$ cat src/rtl/mem_lsu_pkg.sv
// Shared types and helpers for the load/store unit: size codes, load pipeline
// metadata and byte-lane decoding.
package mem_lsu_pkg;

  localparam logic [1:0] SIZE_BYTE = 2'd0;
  localparam logic [1:0] SIZE_HALF = 2'd1;
  localparam logic [1:0] SIZE_WORD = 2'd2;

  // Metadata carried by each load pipeline stage; the tag travels alongside.
  typedef struct packed {
    logic       valid;
    logic       fault;
    logic [1:0] size;
    logic       sgn;
    logic [1:0] off;
  } lsu_meta_t;

  // Byte lanes touched by an access of the given size at the given offset.
  function automatic logic [3:0] lane_mask(input logic [1:0] size,
                                           input logic [1:0] off);
    case (size)
      SIZE_BYTE: lane_mask = 4'b0001 << off;
      SIZE_HALF: lane_mask = off[1] ? 4'b1100 : 4'b0011;
      default:   lane_mask = 4'b1111;
    endcase
  endfunction

  function automatic logic is_misaligned(input logic [1:0] size,
                                         input logic [1:0] off);
    case (size)
      SIZE_BYTE: is_misaligned = 1'b0;
      SIZE_HALF: is_misaligned = off[0];
      default:   is_misaligned = (off != 2'b00);
    endcase
  endfunction

  // Drops the offset bits that would make the access straddle its natural boundary.
  function automatic logic [1:0] aligned_off(input logic [1:0] size,
                                             input logic [1:0] off);
    case (size)
      SIZE_BYTE: aligned_off = off;
      SIZE_HALF: aligned_off = {off[1], 1'b0};
      default:   aligned_off = 2'b00;
    endcase
  endfunction

endpackage

$ cat src/rtl/lsu_load_align.sv
// Combinational load-data extraction: shift the returned word down to the
// requested byte offset, then sign- or zero-extend byte/half results.
module lsu_load_align
  import mem_lsu_pkg::*;
(
  input  logic [31:0] rdata_i,
  input  logic [1:0]  size_i,
  input  logic        sgn_i,
  input  logic [1:0]  off_i,
  output logic [31:0] data_o
);

  logic [31:0] shifted;

  assign shifted = rdata_i >> {off_i, 3'b000};

  always_comb begin
    case (size_i)
      SIZE_BYTE: data_o = {{24{sgn_i & shifted[7]}}, shifted[7:0]};
      SIZE_HALF: data_o = {{16{sgn_i & shifted[15]}}, shifted[15:0]};
      default:   data_o = shifted;
    endcase
  end

endmodule

$ cat src/rtl/mem_lsu.sv
// Load/store unit in front of the unified mem block: byte-lane store encoding
// and a 3-stage load tracker. Define MISALIGN_TRAP_EN to trap misaligned accesses.
module mem_lsu
  import mem_lsu_pkg::*;
#(
  parameter int ADDR_W = 18,
  parameter int TAG_W  = 5
) (
  input  logic              clk,
  input  logic              rst,
  input  logic              clk_en,
  input  logic              req_valid,
  input  logic              req_store,
  input  logic [1:0]        req_size,
  input  logic              req_signed,
  input  logic [ADDR_W-1:0] req_addr,
  input  logic [31:0]       req_wdata,
  input  logic [TAG_W-1:0]  req_tag,
  output logic [ADDR_W-1:0] mem_raddr,
  output logic [3:0]        mem_wen,
  output logic [ADDR_W-1:0] mem_waddr,
  output logic [31:0]       mem_wdata,
  input  logic [31:0]       mem_rdata,
  output logic              resp_valid,
  output logic [31:0]       resp_data,
  output logic [TAG_W-1:0]  resp_tag,
  output logic              resp_fault
);

  // Handshake: neither side has a ready. A request with req_valid=1 is taken
  // on any clk_en=1 edge; resp_valid is a one-enabled-cycle pulse that simply
  // holds its value while clk_en=0, exactly like the mem block it tracks.

  logic [1:0]        size_n;
  logic [1:0]        off_eff;
  logic              fault_req;
  logic [ADDR_W-1:0] word_addr;

  assign size_n    = (req_size == 2'd3) ? SIZE_WORD : req_size;
  assign word_addr = {req_addr[ADDR_W-1:2], 2'b00};
  assign mem_raddr = word_addr;
  assign mem_waddr = word_addr;

`ifdef MISALIGN_TRAP_EN
  assign off_eff   = req_addr[1:0];
  assign fault_req = is_misaligned(size_n, req_addr[1:0]);
`else
  assign off_eff   = aligned_off(size_n, req_addr[1:0]);
  assign fault_req = 1'b0;
`endif

  always_comb begin
    mem_wen = 4'b0000;
    if (req_valid && req_store && clk_en && !rst && !fault_req) begin
      mem_wen = lane_mask(size_n, off_eff);
    end
  end

  // Replicated data lets mem pick any lane purely from the write enables.
  always_comb begin
    case (size_n)
      SIZE_BYTE: mem_wdata = {4{req_wdata[7:0]}};
      SIZE_HALF: mem_wdata = {2{req_wdata[15:0]}};
      default:   mem_wdata = req_wdata;
    endcase
  end

  lsu_meta_t        s1_d, s1_q, s2_q;
  logic [TAG_W-1:0] s1_tag_q, s2_tag_q;
  logic [31:0]      align_data;

  logic             resp_valid_d, resp_valid_q;
  logic [31:0]      resp_data_d, resp_data_q;
  logic [TAG_W-1:0] resp_tag_d, resp_tag_q;
  logic             resp_fault_d, resp_fault_q;

  // Good stores never enter the pipeline; trapped stores must, to report the fault.
  always_comb begin
    s1_d       = '0;
    s1_d.valid = req_valid & (~req_store | fault_req);
    s1_d.fault = fault_req;
    s1_d.size  = size_n;
    s1_d.sgn   = req_signed;
    s1_d.off   = off_eff;
  end

  lsu_load_align u_align (
    .rdata_i (mem_rdata),
    .size_i  (s2_q.size),
    .sgn_i   (s2_q.sgn),
    .off_i   (s2_q.off),
    .data_o  (align_data)
  );

  always_comb begin
    resp_valid_d = s2_q.valid;
    resp_data_d  = (s2_q.valid && !s2_q.fault) ? align_data : 32'd0;
    resp_tag_d   = s2_q.valid ? s2_tag_q : '0;
    resp_fault_d = s2_q.valid & s2_q.fault;
  end

  always_ff @(posedge clk) begin
    if (rst) begin
      s1_q         <= '0;
      s2_q         <= '0;
      s1_tag_q     <= '0;
      s2_tag_q     <= '0;
      resp_valid_q <= 1'b0;
      resp_data_q  <= 32'd0;
      resp_tag_q   <= '0;
      resp_fault_q <= 1'b0;
    end else if (clk_en) begin
      s1_q         <= s1_d;
      s1_tag_q     <= req_tag;
      s2_q         <= s1_q;
      s2_tag_q     <= s1_tag_q;
      resp_valid_q <= resp_valid_d;
      resp_data_q  <= resp_data_d;
      resp_tag_q   <= resp_tag_d;
      resp_fault_q <= resp_fault_d;
    end
  end

  assign resp_valid = resp_valid_q;
  assign resp_data  = resp_data_q;
  assign resp_tag   = resp_tag_q;
  assign resp_fault = resp_fault_q;

endmodule

$ cat config.mk
export PLATFORM = sky130hd
export DESIGN_NAME = mem_lsu
export DESIGN_NICKNAME = d
export VERILOG_FILES = /design/src/rtl/mem_lsu_pkg.sv /design/src/rtl/lsu_load_align.sv /design/src/rtl/mem_lsu.sv
export SDC_FILE = /design/constraint.sdc
export NUM_CORES = 1
export LEC_CHECK = 0
export CELL_PAD_IN_SITES_DETAIL_PLACEMENT = 0
export CELL_PAD_IN_SITES_GLOBAL_PLACEMENT = 2
export CORE_ASPECT_RATIO = 1.25
export CORE_UTILIZATION = 21
export DETAILED_ROUTE_END_ITERATION = 8
export PLACE_DENSITY = 0.91
export SLEW_MARGIN = 20
export SYNTH_ARGS = -nofsm -noshare
export SYNTH_HDL_FRONTEND = slang
export SYNTH_SLANG_ARGS = --single-unit
$ cat constraint.sdc
create_clock -name clk -period 2.2 [get_ports clk]
set_input_delay 0.44 -clock clk [delete_from_list [all_inputs] [get_ports clk]]
set_output_delay 0.44 -clock clk [all_outputs]
set_load 0.005 [all_outputs]
==> impl_metrics.yaml, run 1 <==
status:
  outcome: "complete, no violations"
critical_path:
  arrival_ps: 1730
  end_kind: "output port"
  worst_ep_required_time_ps: 1760
  startpoint_type: "input pin"
  path_max_fanout: 3
  critPathKind: "input pin to output port"
  r2r_setup_slack_ps: 280
die:
  chipWidth_um: 117
  num_rows: 52
  fp.dieArea_um2: 17100
  core_um2: 16200
  start_util_pct: 21.5
  fp.dieH_um: 146
  ios: 206
place:
  dp_hpwl_um: 7730
  port_buffers: 152
  gp_congestion: 0.819
  pre_cts_ws_ps: -283
pwr:
  p_per_area_nw_per_um2: 543
  leakagePower_nw: 2.01
  irDropWorstVdd_v: 0.000323
sta:
  rsz0062_at_grt: "no"
  min_period_ps: 2170
  slew_headroom_pct: 55.4
  fin_crit_sh_pct: 98.4
  setup_tns_ps: 0
  fmax_mhz: 462
  slew_violations: 0
  finalSetupViolCount: 0
  hold_viol_final: 0
  hold-worst-slack_ps: 474
  finalWorstSetupSlack_ps: 34.5
  worst_pin_slew_ps: 668
  finalClockSkew_ps: 5.60
synthesis:
  avgSynthCellArea_um2: 9.21
  syn_inst: 378
  yosys.cell_types.count: 35
  yosys_warnings: 0
  syn-cell-area_um2: 3480
  ys_ff_latch: 60
  ys_seq_area_share_pct: 34.5
route:
  firstDrtPassIters: 4
  wl_per_cell_um: 14.6
  drc: 0
  vias: 3130
  drt_iter0_drc: 199
  routed_wirelength_um: 10400
  final_antenna_net_count: 0
  via_per_inst: 4.38
clock_network:
  cts_tree: "done"
  worstSkewPairLatency_ps: 330
  numCtsBuffers: 9
  cts-hold-fix-buffers: 0
  cts_sinks: 60
  cts-root-buf: "clkbuf_16"
  clk_path_buf_depth: 2
  htreeDepth: 3
  clkTransAtPathRegs_ps: 50
global_routing:
  grt_max_degree: 63
  grtUsageTotal_pct: 11.9
  antenna_found_initial: 0
  grt_first_pass_wirelength_um: 15500
  first_global_vias: 3176
  gr-total-overflow: 0
hold_path:
  hold_path_class: "flip-flop to flip-flop"
layout:
  antenna_cells: 0
  layout_commonest_cell: "clkdlybuf4s50_1"
  syn2layout_area_growth_pct: 52.2
  fillers: 1659
  nets: 590
  drive_gt1_share_pct: 17.0
  final_cell_mix: "clkdlybuf4s50_1, dfxtp_1, nor2_1, mux2i_1, a22oi_1"
  final_util_pct: 32.7
job:
  drv_cap: 0
## cells by family (layout without fill, tap and decap cells)
logic type	count (synthesis)	after routing	share of synthesized area, %
other	1	5	0.108
flip-flops	60	60	34.5
AO/OA/AOI/OAI	83	83	15.6
buffers and inverters	86	203	15.1
AND/OR/NAND/NOR	79	79	10.7
multiplexers	69	69	24.0
## final cells by class
class	count	area (um2)	share of cell area [%]
flip-flops and latches	60	1200	22.7
multi-input cells	236	1780	33.5
clock inverters	4	26.3	0.496
inverters	9	33.8	0.637
clock buffers	11	243	4.58
repair buffers	179	1750	33.0
well taps	216	270	5.10
## registers in the layout, summed over array words and instances, names as in the netlist
name / count
resp_data: 32
s1_q: 6
resp_tag: 5
s1_tag_q: 5
s2_q: 5
s2_tag_q: 5
resp_valid: 1
resp_valid_d: 1
## critical path: stages
cell,delay (ps)
dlygate4sd2_1,270
nor2_4,140
buf_6,120
mux2_2,320
clkdlybuf4s50_1,440
## per-layer routing
layer  GRT usage (%)  wire (um)  vias to the layer above
met4            5.89        254                        0
li1                -          -                     1524
met1            12.6       4110                     1432
met2            22.1       5360                      150
met3            2.12        696                       24
met5               0          0                        -
## repair_timing
action / CTS / global route
pin swaps: 1 / 1
setup buffers: 6 / 0
setup endpoints to repair: 28 / 6
resized for setup: 23 / 5
gates cloned: 1 / 0
## synth_stat cells
cell type,instances,area [um2]
a21oi_1,12,60.1
a22oi_1,31,233
and2_1,1,6.26
and3_1,1,6.26
and4b_1,1,10.0
buf_1,3,11.3
buf_12,1,20.0
buf_2,8,40.0
buf_4,45,338
buf_6,1,11.3
clkbuf_1,19,71.3
clkinv_1,1,3.75
conb_1,1,3.75
dfxtp_1,60,1200
inv_1,8,30.0
mux2_1,2,22.5
mux2_2,24,270
mux2i_1,34,340
mux4_2,9,203
nand2_1,10,37.5
nand2b_1,1,6.26
nand3_1,1,5.00
nand3b_1,7,52.6
nand4_4,1,21.3
nand4b_1,1,8.76
nor2_1,50,188
nor2b_1,3,18.8
nor3_1,1,5.00
o21ai_0,21,105
o21ai_1,5,25.0
o21ai_2,5,43.8
o21bai_1,1,7.51
o31a_1,1,8.76
o32ai_1,7,61.3
or2_2,1,6.26
## metrics by stage
| step | power (mW) | cell area (um2) | cells |
|---|---|---|---|
| global route | 3.00 | 5300 | 715 |
| CTS | 2.93 | 5290 | 715 |
| detailed placement | 1.63 | 4960 | 693 |
| global placement | 1.63 | 4960 | 693 |
| finish | 2.88 | 5300 | 715 |
| floorplan | 1.39 | 3500 | 382 |
## power by group
part           total, mW  leakage (nW)  switching (mW)  internal [mW]
sequential          1.12         0.486          0.0114           1.11
combinational      0.497          1.39           0.194          0.302
clock               1.27         0.131           0.485          0.783
total               2.88          2.01           0.690           2.19
## final timing paths
check	to	startpoint	cells past startpoint
worst min-delay path	resp_data[10]	resp_data[10]	2
worst min register to register	resp_data[10]	resp_data[10]	2
worst max-delay path	mem_wdata[9]	req_size[0]	5
worst max register to register	resp_data[22]	s2_q[0]	4
Note: power is estimated with default switching activity, not from simulation.
==> run 2: changes to the inputs <==
- CTS_CLUSTER_DIAMETER: unset -> 40
==> results of run 2 <==
Same layout as run 1: the final DEF is identical, and so are final timing and power.
==> run 3: changes to the inputs <==
- CTS_CLUSTER_DIAMETER: 40 -> unset
- HOLD_SLACK_MARGIN: unset -> 0.1
==> results of run 3 <==
Same layout as run 1: the final DEF is identical, and so are final timing and power.
